**src/rtl/cim_core_pkg.sv**
```systemverilog
// -----------------------------------------------------------------------------
// cim_core_pkg
// Shared types and default widths for the CIM core memory subsystem.
//   arb_mode_e : arbitration policy selected by csr_arb_mode_i
//   owner_e    : identifies which requester owns a grant / response
// -----------------------------------------------------------------------------
package cim_core_pkg;

   localparam int unsigned MEM_ADDR_WIDTH_DEF = 10;
   localparam int unsigned MEM_DATA_WIDTH_DEF = 64;
   localparam int unsigned MAX_WAIT_DEF       = 15;
   localparam int unsigned WAIT_W_DEF         = 4;

   typedef enum logic [1:0] {
      ARB_RR        = 2'd0,
      ARB_CTRL_ONLY = 2'd1,
      ARB_AXI_ONLY  = 2'd2,
      ARB_CTRL_PRIO = 2'd3
   } arb_mode_e;

   typedef enum logic {
      OWNER_AXI  = 1'b0,
      OWNER_CTRL = 1'b1
   } owner_e;

endpackage

```
**src/rtl/cim_core_arb_rr2.sv**
```systemverilog
// -----------------------------------------------------------------------------
// cim_core_arb_rr2
// Two-way combinational grant decision between the AXI path and the CIM
// controller. Purely combinational; state (last owner, wait counter) lives in
// the parent.
//   mode        : arbitration policy
//   lock        : controller requests to keep ownership across a sequence
//   axi_req     : AXI side request
//   ctrl_req    : controller request
//   wait_at_max : AXI side has waited the maximum allowed number of cycles
//   last_owner  : owner of the most recent grant
//   axi_gnt     : grant to AXI side
//   ctrl_gnt    : grant to controller
//   forced      : AXI grant was issued by the starvation override
// -----------------------------------------------------------------------------
module cim_core_arb_rr2
   import cim_core_pkg::*;
(
   input  arb_mode_e mode,
   input  logic      lock,
   input  logic      axi_req,
   input  logic      ctrl_req,
   input  logic      wait_at_max,
   input  owner_e    last_owner,
   output logic      axi_gnt,
   output logic      ctrl_gnt,
   output logic      forced
);

   always_comb begin
      axi_gnt  = 1'b0;
      ctrl_gnt = 1'b0;
      forced   = 1'b0;
      case (mode)
         ARB_CTRL_ONLY: ctrl_gnt = ctrl_req;
         ARB_AXI_ONLY:  axi_gnt  = axi_req;
         default: begin
            // Starvation override beats the controller lock.
            if (wait_at_max && axi_req) begin
               axi_gnt = 1'b1;
               forced  = 1'b1;
            end else if (lock && (last_owner == OWNER_CTRL) && ctrl_req) begin
               ctrl_gnt = 1'b1;
            end else if (axi_req && ctrl_req) begin
               // Conflict: ctrl-priority always favours ctrl; round-robin
               // favours whoever did not win last time.
               if ((mode == ARB_CTRL_PRIO) || (last_owner == OWNER_AXI)) begin
                  ctrl_gnt = 1'b1;
               end else begin
                  axi_gnt = 1'b1;
               end
            end else begin
               axi_gnt  = axi_req;
               ctrl_gnt = ctrl_req;
            end
         end
      endcase
   end

endmodule

```
**src/rtl/cim_core_mem_arbiter.sv**
```systemverilog
// -----------------------------------------------------------------------------
// cim_core_mem_arbiter
// Dynamic arbiter for the single-port CIM core SRAM, shared by the AXI slave
// path and the CIM controller. Grants are decided combinationally each cycle
// (at most one), the winner's fields are muxed onto the memory port, and the
// 1-cycle-latency read data is routed back to the recorded owner only.
//
// Ports:
//   clk_i, rst_ni              : clock, asynchronous active-low reset
//   csr_arb_mode_i             : 0=round-robin 1=ctrl-only 2=axi-only 3=ctrl-prio
//   ctrl_lock_i                : controller holds ownership across a sequence
//   axi_* / ctrl_* (in)        : req, we, addr, be, wdata of each requester
//   axi_gnt_o / ctrl_gnt_o     : request accepted this cycle
//   axi_rvalid_o/ctrl_rvalid_o : response valid, one cycle after grant
//   axi_rdata_o / ctrl_rdata_o : read data to owner, zero otherwise
//   mem_*_o                    : memory request fields (zero when idle)
//   mem_rdata_i                : memory read data, one cycle after request
//   axi_starved_o              : sticky, a forced AXI grant has occurred
//   busy_o                     : a response is outstanding
// -----------------------------------------------------------------------------
module cim_core_mem_arbiter
   import cim_core_pkg::*;
#(
   parameter int unsigned MEM_ADDR_WIDTH = MEM_ADDR_WIDTH_DEF,
   parameter int unsigned MEM_DATA_WIDTH = MEM_DATA_WIDTH_DEF,
   parameter int unsigned MAX_WAIT       = MAX_WAIT_DEF,
   parameter int unsigned WAIT_W         = WAIT_W_DEF
) (
   input  logic                        clk_i,
   input  logic                        rst_ni,
   input  logic [1:0]                  csr_arb_mode_i,
   input  logic                        ctrl_lock_i,

   input  logic                        axi_req_i,
   input  logic                        axi_we_i,
   input  logic [MEM_ADDR_WIDTH-1:0]   axi_addr_i,
   input  logic [MEM_DATA_WIDTH/8-1:0] axi_be_i,
   input  logic [MEM_DATA_WIDTH-1:0]   axi_wdata_i,
   output logic                        axi_gnt_o,
   output logic                        axi_rvalid_o,
   output logic [MEM_DATA_WIDTH-1:0]   axi_rdata_o,

   input  logic                        ctrl_req_i,
   input  logic                        ctrl_we_i,
   input  logic [MEM_ADDR_WIDTH-1:0]   ctrl_addr_i,
   input  logic [MEM_DATA_WIDTH/8-1:0] ctrl_be_i,
   input  logic [MEM_DATA_WIDTH-1:0]   ctrl_wdata_i,
   output logic                        ctrl_gnt_o,
   output logic                        ctrl_rvalid_o,
   output logic [MEM_DATA_WIDTH-1:0]   ctrl_rdata_o,

   output logic                        mem_req_o,
   output logic                        mem_we_o,
   output logic [MEM_ADDR_WIDTH-1:0]   mem_addr_o,
   output logic [MEM_DATA_WIDTH/8-1:0] mem_be_o,
   output logic [MEM_DATA_WIDTH-1:0]   mem_wdata_o,
   input  logic [MEM_DATA_WIDTH-1:0]   mem_rdata_i,

   output logic                        axi_starved_o,
   output logic                        busy_o
);

   arb_mode_e         mode;
   owner_e            last_owner_q;
   owner_e            rsp_owner_q;
   owner_e            winner;
   logic              rsp_valid_q;
   logic              starved_q;
   logic [WAIT_W-1:0] wait_cnt_q;
   logic              wait_at_max;
   logic              raw_axi_gnt;
   logic              raw_ctrl_gnt;
   logic              forced;

   assign mode        = arb_mode_e'(csr_arb_mode_i);
   assign wait_at_max = (wait_cnt_q == WAIT_W'(MAX_WAIT));

   cim_core_arb_rr2 u_arb (
      .mode        (mode),
      .lock        (ctrl_lock_i),
      .axi_req     (axi_req_i),
      .ctrl_req    (ctrl_req_i),
      .wait_at_max (wait_at_max),
      .last_owner  (last_owner_q),
      .axi_gnt     (raw_axi_gnt),
      .ctrl_gnt    (raw_ctrl_gnt),
      .forced      (forced)
   );

   // Grants are masked while reset is asserted so the memory sees no request
   // even if requesters keep req high through reset.
   assign axi_gnt_o  = raw_axi_gnt  & rst_ni;
   assign ctrl_gnt_o = raw_ctrl_gnt & rst_ni;
   assign mem_req_o  = axi_gnt_o | ctrl_gnt_o;
   assign winner     = ctrl_gnt_o ? OWNER_CTRL : OWNER_AXI;

   // Memory port mux: winner's fields, all-zero when idle.
   always_comb begin
      mem_we_o    = 1'b0;
      mem_addr_o  = '0;
      mem_be_o    = '0;
      mem_wdata_o = '0;
      if (axi_gnt_o) begin
         mem_we_o    = axi_we_i;
         mem_addr_o  = axi_addr_i;
         mem_be_o    = axi_be_i;
         mem_wdata_o = axi_wdata_i;
      end else if (ctrl_gnt_o) begin
         mem_we_o    = ctrl_we_i;
         mem_addr_o  = ctrl_addr_i;
         mem_be_o    = ctrl_be_i;
         mem_wdata_o = ctrl_wdata_i;
      end
   end

   // Starvation counter saturates at MAX_WAIT so the override stays armed
   // even after long stretches in a mode that never grants AXI.
   always_ff @(posedge clk_i or negedge rst_ni) begin
      if (!rst_ni) begin
         wait_cnt_q <= '0;
      end else if (!axi_req_i || axi_gnt_o) begin
         wait_cnt_q <= '0;
      end else if (!wait_at_max) begin
         wait_cnt_q <= wait_cnt_q + WAIT_W'(1);
      end
   end

   always_ff @(posedge clk_i or negedge rst_ni) begin
      if (!rst_ni) begin
         starved_q <= 1'b0;
      end else if (forced && axi_gnt_o) begin
         starved_q <= 1'b1;
      end
   end

   // Response stage: remember who owns the access issued this cycle.
   always_ff @(posedge clk_i or negedge rst_ni) begin
      if (!rst_ni) begin
         rsp_valid_q  <= 1'b0;
         rsp_owner_q  <= OWNER_AXI;
         last_owner_q <= OWNER_AXI;
      end else begin
         rsp_valid_q <= mem_req_o;
         if (mem_req_o) begin
            rsp_owner_q  <= winner;
            last_owner_q <= winner;
         end
      end
   end

   assign axi_rvalid_o  = rsp_valid_q && (rsp_owner_q == OWNER_AXI);
   assign ctrl_rvalid_o = rsp_valid_q && (rsp_owner_q == OWNER_CTRL);
   assign axi_rdata_o   = axi_rvalid_o  ? mem_rdata_i : '0;
   assign ctrl_rdata_o  = ctrl_rvalid_o ? mem_rdata_i : '0;
   assign busy_o        = rsp_valid_q;
   assign axi_starved_o = starved_q;

endmodule
```
**config.mk**
```make
export PLATFORM = sky130hd
export DESIGN_NAME = cim_core_mem_arbiter
export DESIGN_NICKNAME = d
export VERILOG_FILES = /design/src/rtl/cim_core_pkg.sv /design/src/rtl/cim_core_arb_rr2.sv /design/src/rtl/cim_core_mem_arbiter.sv
export SDC_FILE = /design/constraint.sdc
export NUM_CORES = 1
export LEC_CHECK = 0
export BUFFER_PORTS_ARGS = -buffer_cell sky130_fd_sc_hd__buf_2
export CORE_AREA = 2 2 176 178
export CTS_CLUSTER_DIAMETER = 60
export DETAILED_ROUTE_END_ITERATION = 6
export DIE_AREA = 0 0 178 180
export MAX_ROUTING_LAYER = met4
export SLEW_MARGIN = 10
export SYNTH_ARGS = -nofsm -noshare
export SYNTH_HDL_FRONTEND = slang
export SYNTH_HIERARCHICAL = 1
export SYNTH_SLANG_ARGS = --single-unit
```
**constraint.sdc**
```tcl
create_clock -name clk_i -period 3 [get_ports clk_i]
set_input_delay 0.15 -clock clk_i [delete_from_list [all_inputs] [get_ports clk_i]]
set_output_delay 0.15 -clock clk_i [all_outputs]
set_load 0.02 [all_outputs]
```
==> Implementation_results.wiki <==
{| class="wikitable"
! Metric !! Value
|-
| Floorplan core area || 30200 sq um
|-
| Max-cap violations || 0
|-
| Routed wire length || 18200 microns
|-
| Flop and latch count out of synthesis || 7
|-
| Setup TNS || 0 ns
|-
| Post-route clock period utilization || 88.6%
|-
| Max transition margin || roughly 56%
|-
| Leading cell type in the layout, fill and taps excluded || sky130_fd_sc_hd__buf_2
|-
| Net Switching || 0.726 mW
|-
| Ys Warns || 6
|-
| Transition time at the pin with the least slew margin || 0.662 ns
|-
| Switching fraction of total power || 51.1%
|-
| Chip Height || 180 microns
|-
| Endpoint of the worst-slack reg-to-reg timing path || axi_starved_o
|-
| Min cycle time layout || around 2.7 ns
|-
| Syn Area/Cell || 7.34 sq um
|-
| Overflow left after global routing || 0
|-
| Largest net degree at the start of global routing || 84
|-
| Max Fclk || 376 MHz
|-
| WP data arrival || 2.51 ns
|-
| Highest net fanout along the worst path || 36
|-
| Commonest non-fill, non-tap cells in the layout || sky130_fd_sc_hd__buf_2 (454), sky130_fd_sc_hd__a22o_1 (83), sky130_fd_sc_hd__and2_1 (65), sky130_fd_sc_hd__and3_1 (65), sky130_fd_sc_hd__nand2_1 (7)
|-
| Register share of total power || 8.1%
|-
| Worst vdd rail ir drop || 0.462 mV
|-
| Area grow syn2layout || 126%
|-
| Syn_nets || between 500 and 600
|-
| Port-buffer cells || 454
|-
| CP required || ~2.9 ns
|-
| Global-route usage over all layers || 10.7%
|-
| Share of layout cells above drive strength 1 || 65.2%
|-
| Share of total power in combinational logic || 76.2%
|-
| Clock network fraction of total power || 15.7%
|-
| Mean routed wirelength per cell || about 16 microns
|-
| Unrepaired setup endpoints after global routing || false
|-
| Non-filler cells in the finished layout || 1127
|-
| Largest clock skew in the final design || 0.000227 ns
|-
| Critical path class || reg -> out
|-
| Setup ws final || 0.341 ns
|-
| Post-route cell area || 4940 sq um
|-
| Capture point of the worst path || mem_wdata_o[40]
|-
| Number of max-slew violations in the final report || 0
|-
| LEAKAGE || around 3.3 nW
|-
| Reg clk slew, reported paths || roughly 0.03 ns
|-
| Vias || 4158
|-
| Total power density per cell area || 287 nW/um^2
|-
| Initial antenna violation count || 8
|-
| First-pass iteration count of the detailed router || 4
|-
| DRT iter0 DRCs || approximately 200
|-
| Result of the run || completed
|-
| Initial Util || 7.25%
|-
| Critical Path End Type || primary output
|-
| # nets final || 967
|-
| Hold Fails Final Rpt || 0
|-
| Final weighted congestion in routability-driven placement || between 0.9 and 1
|-
| CTS buffer count || 3
|-
| Max Root-Sink Buffers || 2
|-
| Count of unresolved DRC violations after routing || 0
|-
| Placed wire-length estimate after detailed placement || 16200 microns
|-
| Site row count || 64
|-
| Clock insertion delay at the later pin of the skew report || 0.23 ns
|-
| Setup slack on the worst flop-to-flop path || between 1 and 1.5 ns
|-
| Sequential element share of the synthesized area || approximately 8%
|-
| Syn Inst Count || 298
|-
| Antenna Violating Nets Remaining || 0
|-
| Sinks on Clock Net || 7
|-
| Post-Place Cell Area || 4830 sq um
|-
| Die W || 178 microns
|-
| Global-route wire length before repair || ~24000 microns
|-
| Setup repair bufs after CTS || 0
|-
| CTS tree || yes
|-
| Routed vias/inst || 3.69
|-
| Number of levels in the clock H-tree || 1
|-
| Total power draw || 1.42 mW
|-
| Start of the worst register-to-register path || wait_cnt_q[0]
|-
| Depth of the most critical reg-to-reg path || 7
|-
| Startpoint Class || flip-flop
|-
| Setup WS pre-CTS || about 0.43 ns
|-
| Internal power component || between 0.6 and 0.7 mW
|-
| Dpl cells || 1116
|-
| Die outline area || 32000 sq um
|-
| Hold crit path type || in -> reg
|-
| Synthesized area || 2190 sq um
|-
| # setup viols final || 0
|-
| Via count of the first global-routing pass || 3944
|-
| Number of primary I/O pins || 455
|-
| Beginning of the critical path || wait_cnt_q[0]
|-
| Clock Root Buffer || sky130_fd_sc_hd__clkbuf_16
|-
| Count of cell types in the netlist || 27
|}
## synth_stat cells (all sizes together)
cell,count,area share [%]
a211oi,1,0.57
inv,5,0.86
a22o,83,33
dfrtp,7,8.0
nor3b,1,0.34
nand3,1,0.23
nand2,8,1.5
ha,4,2.3
mux2i,2,0.91
nor2,6,1.1
nor3,2,0.46
o21ai,1,0.23
a31oi,1,0.29
a21o,2,0.69
clkbuf,15,2.6
and2,65,19
nor2b,2,0.57
and3,66,19
xnor2,1,0.40
buf,25,8.2
## through the flow
stage                     util [%]  hold slack (ns)
after floorplan                  -           -0.146
after global placement        16.0           0.0110
after detailed placement      16.0          0.00992
after CTS                     16.3            0.267
after global routing          16.4            0.314
final                         16.4            0.273
## sequential cells by signal, indices dropped and copies added (netlist names)
name and cells:
axi_starved_o 1, busy_o 1, rsp_owner_q 1, wait_cnt_q 4
## worst min-delay path by stage
stage | from | end | slack, ns | cells past startpoint
after global routing | axi_req_i | wait_cnt_q[1] | 0.31 | 3
final | axi_req_i | wait_cnt_q[1] | 0.27 | 3
after floorplan | rst_ni | axi_starved_o | -0.15 | 0
after global placement | rst_ni | wait_cnt_q[3] | 0.01 | 1
after detailed placement | rst_ni | wait_cnt_q[2] | 0.01 | 1
after CTS | axi_req_i | wait_cnt_q[1] | 0.27 | 3
## logic make-up (layout without fill, tap and decap cells)
group,Yosys count,in the layout,synth area share (%)
compound gates,88,88,35.0
xor+xnor,1,1,0.400
fa+ha+maj,4,4,2.29
buf+inv,45,472,11.7
flops,7,7,8.00
mux,2,2,0.915
other cells,0,6,0
simple gates,151,151,41.7
## power by group through the flow
| stage | Sequential [mW] | Combinational [mW] | Clock [mW] |
|---|---|---|---|
| floorplan | 0.114 | 0.619 | 0 |
| global placement | 0.116 | 1.08 | 0 |
| detailed placement | 0.117 | 1.09 | 0 |
| CTS | 0.116 | 1.10 | 0.225 |
| global route | 0.118 | 1.17 | 0.230 |
| finish | 0.116 | 1.08 | 0.222 |
## routing by layer
metal | up-vias | routed length, microns | GRT usage, %
li1 | 1959 | - | -
met1 | 1857 | 6790 | 11.7
met2 | 326 | 8870 | 18.9
met3 | 16 | 2060 | 2.14
met4 | 0 | 486 | 3.74
met5 | - | 0 | -
## worst max-delay path, cell delays in order, from the launching register on
cell and delay [ns]:
sky130_fd_sc_hd__dfrtp_1 0.40, sky130_fd_sc_hd__ha_1 0.23, sky130_fd_sc_hd__and3_1 0.28, sky130_fd_sc_hd__a211oi_2 0.06, sky130_fd_sc_hd__nor2_1 0.26, sky130_fd_sc_hd__nand2_2 0.14, sky130_fd_sc_hd__inv_4 0.30, sky130_fd_sc_hd__buf_12 0.24
sky130_fd_sc_hd__a22o_1 0.17, sky130_fd_sc_hd__buf_2 0.16
## repair_timing
| item | 4_1_cts | 5_1_grt |
|---|---|---|
| hold buffers | 1 | 0 |
| resized for setup | 0 | 2 |
| endpoints found under the setup margin | 0 | 34 |
| hold endpoints to repair | 7 | 0 |
## layout make-up
type | instances | area [sq um]
diodes | 6 | 15.0
clock buffers | 4 | 78.8
fillers | 3465 | 25300
inverters | 5 | 21.3
multi-input cells | 246 | 1770
flip-flops and latches | 7 | 178
well taps | 396 | 495
repair buffers | 463 | 2380
Power figures use the tool's default switching activity.
